$ cat src/rtl/softmax_exp_sequencer.sv
// rtl/softmax_exp_sequencer.sv - softmax row buffer and exp-unit sequencer; optional max subtraction via SOFTMAX_MAX_SUB_EN
module softmax_exp_sequencer #(
    parameter int Q           = 26,
    parameter int W           = 32,
    parameter int DEPTH       = 64,
    parameter int SUM_W       = W + $clog2(DEPTH),
    parameter int EXP_TIMEOUT = 500
) (
    input  logic             clk,
    input  logic             rst_n,
    input  logic             in_valid,
    output logic             in_ready,
    input  logic [W-1:0]     in_data,
    input  logic             in_last,
    output logic             exp_start,
    output logic [W-1:0]     exp_x_q,
    input  logic             exp_busy,
    input  logic             exp_done,
    input  logic [W-1:0]     exp_y_q,
    output logic             out_valid,
    input  logic             out_ready,
    output logic [W-1:0]     out_data,
    output logic             out_last,
    output logic [SUM_W-1:0] sum_q,
    output logic             sum_valid,
    output logic             err_timeout,
    output logic             err_ovf
);

    localparam int AW = $clog2(DEPTH);
    localparam int CW = AW + 1;
    localparam int TW = $clog2(EXP_TIMEOUT + 1);

    // The data format needs at least one integer/sign bit above the fraction.
    if (Q < 1 || Q >= W) begin : g_bad_q_format
        $error("softmax_exp_sequencer: Q must lie in 1..W-1");
    end

    typedef enum logic [2:0] {
        S_LOAD   = 3'd0,
        S_DRAIN  = 3'd1,
        S_ISSUE  = 3'd2,
        S_WAIT   = 3'd3,
        S_STREAM = 3'd4
    } state_t;

    state_t             state;
    state_t             next_state;

    logic [W-1:0]       mem [DEPTH];
    logic [CW-1:0]      cnt;
    logic [AW-1:0]      idx;
    logic [AW-1:0]      ridx;
    logic [TW-1:0]      tcnt;
    logic [SUM_W-1:0]   sum_r;

    logic               in_fire;
    logic               out_fire;
    logic               load_full;
    logic               idx_last;
    logic               ridx_last;
    logic               tmo;
    logic               step;
    logic [W-1:0]       clamp_y;
    logic [W-1:0]       step_y;
    logic [W-1:0]       elem;
    logic [W-1:0]       arg;

    assign in_fire   = in_valid & in_ready;
    assign out_fire  = out_valid & out_ready;
    assign load_full = (cnt == CW'(DEPTH - 1));
    assign idx_last  = ({1'b0, idx} == (cnt - CW'(1)));
    assign ridx_last = ({1'b0, ridx} == (cnt - CW'(1)));
    assign tmo       = (tcnt == TW'(EXP_TIMEOUT - 1));
    assign step      = (state == S_WAIT) && (exp_done || tmo);
    assign clamp_y   = exp_y_q[W-1] ? '0 : exp_y_q;
    assign step_y    = exp_done ? clamp_y : '0;
    assign elem      = mem[idx];
    assign sum_q     = sum_r;
    assign out_last  = out_valid & ridx_last;

`ifdef SOFTMAX_MAX_SUB_EN
    logic [W-1:0]       max_r;
    logic [W:0]         diff;

    // Difference in W+1 bits, clamped back into the signed W-bit range
    always_comb begin
        diff = {elem[W-1], elem} - {max_r[W-1], max_r};
        if (diff[W] != diff[W-1]) begin
            arg = diff[W] ? {1'b1, {(W-1){1'b0}}} : {1'b0, {(W-1){1'b1}}};
        end else begin
            arg = diff[W-1:0];
        end
    end

    // Row maximum: first beat loads unconditionally, later beats on signed greater-than
    always_ff @(posedge clk or negedge rst_n) begin
        if (!rst_n) begin
            max_r <= '0;
        end else if (state == S_LOAD && in_fire) begin
            if (cnt == '0 || $signed(in_data) > $signed(max_r)) begin
                max_r <= in_data;
            end
        end else if (state == S_STREAM && out_fire && ridx_last) begin
            max_r <= '0;
        end
    end
`else
    // Without max tracking the stored score goes to the exp unit unmodified
    always_comb begin
        arg = elem;
    end
`endif

    // State register
    always_ff @(posedge clk or negedge rst_n) begin
        if (!rst_n) begin
            state <= S_LOAD;
        end else begin
            state <= next_state;
        end
    end

    // Next-state decode
    always_comb begin
        next_state = state;
        case (state)
            S_LOAD: begin
                if (in_fire) begin
                    if (in_last) begin
                        next_state = S_ISSUE;
                    end else if (load_full) begin
                        next_state = S_DRAIN;
                    end
                end
            end
            S_DRAIN: begin
                if (in_fire && in_last) begin
                    next_state = S_ISSUE;
                end
            end
            S_ISSUE: begin
                if (!exp_busy) begin
                    next_state = S_WAIT;
                end
            end
            S_WAIT: begin
                if (step) begin
                    next_state = idx_last ? S_STREAM : S_ISSUE;
                end
            end
            S_STREAM: begin
                if (out_fire && ridx_last) begin
                    next_state = S_LOAD;
                end
            end
            default: next_state = S_LOAD;
        endcase
    end

    // State-decoded outputs; in_ready is held low while reset is applied
    always_comb begin
        in_ready  = 1'b0;
        exp_start = 1'b0;
        exp_x_q   = '0;
        sum_valid = 1'b0;
        case (state)
            S_LOAD, S_DRAIN: in_ready = rst_n;
            S_ISSUE: begin
                exp_start = !exp_busy;
                exp_x_q   = arg;
            end
            S_WAIT:   exp_x_q   = arg;
            S_STREAM: sum_valid = 1'b1;
            default: ;
        endcase
    end

    // Row buffer: scores while loading, clamped exp results while waiting
    always_ff @(posedge clk) begin
        if (state == S_LOAD && in_fire) begin
            mem[cnt[AW-1:0]] <= in_data;
        end else if (step) begin
            mem[idx] <= step_y;
        end
    end

    // Row bookkeeping: element count, issue index, timeout, sum and sticky errors
    always_ff @(posedge clk or negedge rst_n) begin
        if (!rst_n) begin
            cnt         <= '0;
            idx         <= '0;
            tcnt        <= '0;
            sum_r       <= '0;
            err_timeout <= 1'b0;
            err_ovf     <= 1'b0;
        end else begin
            case (state)
                S_LOAD: begin
                    idx <= '0;
                    if (in_fire) begin
                        cnt <= cnt + CW'(1);
                        if (load_full && !in_last) begin
                            err_ovf <= 1'b1;
                        end
                    end
                end
                S_DRAIN: idx <= '0;
                S_ISSUE: tcnt <= '0;
                S_WAIT: begin
                    if (step) begin
                        sum_r <= sum_r + {{(SUM_W-W){1'b0}}, step_y};
                        idx   <= idx + AW'(1);
                        if (!exp_done) begin
                            err_timeout <= 1'b1;
                        end
                    end else begin
                        tcnt <= tcnt + TW'(1);
                    end
                end
                S_STREAM: begin
                    if (out_fire && ridx_last) begin
                        cnt   <= '0;
                        sum_r <= '0;
                    end
                end
                default: ;
            endcase
        end
    end

    // Output stream: registered buffer read, next element prefetched on each handshake
    always_ff @(posedge clk or negedge rst_n) begin
        if (!rst_n) begin
            out_valid <= 1'b0;
            out_data  <= '0;
            ridx      <= '0;
        end else if (state == S_STREAM) begin
            if (!out_valid) begin
                out_valid <= 1'b1;
                out_data  <= mem[ridx];
            end else if (out_ready) begin
                if (ridx_last) begin
                    out_valid <= 1'b0;
                    ridx      <= '0;
                end else begin
                    ridx     <= ridx + AW'(1);
                    out_data <= mem[ridx + AW'(1)];
                end
            end
        end
    end

endmodule

$ cat config.mk
export PLATFORM = sky130hd
export DESIGN_NAME = softmax_exp_sequencer
export DESIGN_NICKNAME = d
export VERILOG_FILES = /design/src/rtl/softmax_exp_sequencer.sv
export SDC_FILE = /design/constraint.sdc
export NUM_CORES = 2
export LEC_CHECK = 0
export BUFFER_PORTS_ARGS = -buffer_cell sky130_fd_sc_hd__buf_2
export CORE_MARGIN = 2
export CORE_UTILIZATION = 58
export CTS_CLUSTER_DIAMETER = 80
export DETAILED_ROUTE_END_ITERATION = 10
export PLACE_DENSITY = 0.77
export SYNTH_ARGS = -nofsm -noshare
export SYNTH_HDL_FRONTEND = slang
export SYNTH_SLANG_ARGS = --single-unit
$ cat constraint.sdc
create_clock -name clk -period 5.35 [get_ports clk]
set_input_delay 1.07 -clock clk [delete_from_list [all_inputs] [get_ports clk]]
set_output_delay 1.07 -clock clk [all_outputs]
set_load 0.1 [all_outputs]
==> summary.txt <==
Yosys
  • Largest family of logic cells by synthesized area: multiplexers
  • Post-synthesis mux area share: 0.346
  • Nets in the synthesized netlist: 6,644
  • Synth Area in XOR/XNOR: 0.00398
  • Synth Cell Area: between 100,000 and 150,000 um2
  • Gate count after technology mapping: between 6,000 and 7,000
  • Complex-gate fraction of the synthesized area: 0.0534
  • Post-synthesis async set-or-reset flop share: 0.0483
  • Main synth FF type: edfxtp_1
  • Synth Warn #: 0
  • Flops & latches, synth: 2,152
  • Number of flops mapped to enable cells by yosys: about 2,000
  • Synth Area in Simple Gates: 0.0249
  • Synth Area in Adders: 0.00399
  • Mean Syn Cell Area: 18.1 um2
  • Sequential fraction of the synthesis area: 0.543
  • Synth cell types: 66

Floorplanning
  • # IOs: 180
  • Die width: ~460 um
  • Initial Util: 0.584
  • Die Ht: between 400 and 500 um
  • Core area: 202,000 um2
  • Die area: 207,000 um2
  • Rows: approximately 170

Final layout
  • Syn-to-layout area delta: 11.2%
  • Leading cell type in the layout, fill and taps excluded: edfxtp_1
  • Final Util: 0.649
  • Area occupied by multi-input gates: ~52,000 um2
  • Fin nets: around 6,800
  • Share of cells above drive strength 1: 0.371
  • Fillers: 13,100
  • Final non-filler cell total: around 9,600
  • Most frequent cells in the layout: 2,048 x edfxtp_1, 1,547 x mux4_2, 557 x mux2i_1, 259 x buf_4, 242 x o221ai_1
  • FF/Latch Area: approximately 64,000 um2

Placement
  • Post-detail-place hpwl: approximately 240 mm
  • Port buffer count: between 150 and 200
  • Dpl cells: about 9,000
  • Placer Congestion: roughly 0.94

Drt
  • Routed wire length: between 400 and 500 mm
  • Via density: a little over 8
  • Antenna Nets Post-Route: 0
  • First DRT Iteration DRCs: 13,600
  • Vias: slightly below 80,000
  • Drt pass-1 iters: 9
  • WL/cell: between 40 and 50 um
  • DRC viols: 0

Clock network
  • Clk buf depth: 3
  • CTS tree: done
  • Clk_lat worst skew: approximately 0.9 ns
  • Num CTS Buffers: 220
  • H-tree depth: 4
  • Clock-pin transition on the worst setup and hold timing paths: 0.06 ns
  • Hold buffer count at CTS: 0
  • # clock sinks: between 2,000 and 2,500
  • Clock Root Buffer: clkbuf_16

Min path
  • Hold crit path type: in -> async

Worst setup path
  • CP Capture Type: output pin
  • R2r setup slk: approximately 0.78 ns
  • Worst-path maximum fanout: 27
  • Crit Path Class: reg -> out
  • Crit path DAT: around 4.3 ns
  • Critical path data required time: roughly 4.3 ns
  • Worst setup SP type: flip-flop

Timing
  • Fmax: 188 MHz
  • RSZ-0062 raised after global routing: true
  • Slew @ Worst Pin: about 1.3 ns
  • Tmin final: approximately 5.3 ns
  • WHS: around 0.11 ns
  • Final worst path period share: 0.996
  • Hold Vio Cnt, Final: 0
  • Layout Skew: ~0.04 ns
  • Slew HR: 0.132
  • Endpoints failing setup: 0
  • Slew Limit Fails: 0

Outcome
  • Outcome: complete, no violations

Power and ir drop
  • PD cells: roughly 440 nW/um2
  • Worst vdd ir: roughly 540 uV
  • Leakage power: a little under 40 nW

Global route
  • Grt ovf: 0
  • Antenna violations before repair: 19
  • Gr usage total: 0.401
  • First-pass GRT wire length: slightly below 600 mm
  • Pin count of the biggest net entering global routing: between 150 and 200
  • Vias in the first global route: slightly below 80,000

Run
  • Max-cap violations: 0
==> final cells by class <==
| cell class | instances | area share |
|---|---|---|
| flip-flops and latches | 2152 | 0.489 |
| inverters | 16 | 0.000553 |
| repair buffers | 522 | 0.0343 |
| well taps | 2672 | 0.0255 |
| clock buffers | 264 | 0.0446 |
| multi-input cells | 3779 | 0.394 |
| clock inverters | 140 | 0.0119 |
| diodes | 24 | 0.000458 |
==> what timing repair did <==
action | 4_1_cts | 5_1_grt
resized for setup | 0 | 10
setup buffers | 4 | 0
hold endpoints to repair | 0 | 0
endpoints found under the setup margin | 23 | 6
pin swaps | 0 | 0
==> per-layer routing <==
metal	wire, um	share of wire	global-route usage
met3	68000	0.17	0.153
met5	116	0.00028	0
met1	125000	0.31	0.499
met2	180000	0.44	0.578
met4	36800	0.090	0.290
==> per-stage QoR <==
step,instance area [um2],total power [mW],setup slack [ns],setup TNS [ns]
6_report,131000,57.1,0.0219,0
5_1_grt,131000,58.6,-0.0124,-0.0151
4_1_cts,131000,56.8,0.0213,0
3_5_place_dp,124000,41.0,0.708,0
3_3_place_gp,124000,40.7,0.773,0
2_1_floorplan,118000,36.2,0.00779,0
==> worst paths after layout <==
path,depth (start not counted),to,from
max,8,exp_x_q[1],idx[0]
min,1,err_timeout,rst_n
max reg2reg,9,mem[24][28],tcnt[0]
min reg2reg,1,err_ovf,err_ovf
max in group asynchronous,2,ridx[3],rst_n
min in group clk,2,err_timeout,exp_done
==> kinds of logic after synthesis <==
group / count (synthesis)
AO/OA/AOI/OAI: 935
multiplexers: 2144
AND/OR/NAND/NOR: 611
adder cells (fa/ha/maj): 37
XOR/XNOR: 52
buffers and inverters: 605
flip-flops: 2152
==> synth_stat cells, types with 15 or more instances <==
library cell,number,area [um2]
a21oi_1,226,1130
a22oi_1,31,233
buf_1,53,199
o221ai_1,242,2120
nand2b_1,15,93.8
edfxtp_1,2048,61500
o311a_1,15,150
o21ai_0,176,881
o211a_1,15,150
mux4_2,1547,34800
dfrtp_1,104,2600
clkbuf_1,252,946
a221oi_1,32,280
ha_1,36,450
mux2_2,40,450
xor2_1,24,210
nand3b_1,17,128
and2_1,67,419
nor2_1,203,762
buf_2,213,1070
nor3_1,59,295
or4_1,20,150
buf_4,61,458
nand2_1,139,522
xnor2_1,27,236
mux2i_1,557,5580
inv_1,15,56.3
o22ai_1,112,701
nand3_1,31,155
==> worst max-delay path, cell delays in order, from the launching register on <==
cell and delay [ns]:
dfrtp_4 0.43, buf_4 0.22, buf_12 0.26, buf_4 0.22, mux4_2 0.52, mux4_2 0.57, mux4_2 0.62, and2_1 0.21
buf_2 0.28
==> report_power, final <==
part           switching [mW]  internal [mW]
sequential              0.464           19.4
combinational            11.8           9.43
clock                    6.77           9.22
total                    19.0           38.1
==> sequential cells by signal, indices dropped and copies added, names as in the netlist <==
register,flops
err_timeout,1
sum_q,38
tcnt,9
out_valid,1
idx,6
mem,2048
ridx,6
err_ovf,1
state,3
cnt,7
out_data,32
(Power assumes the default switching activity.)
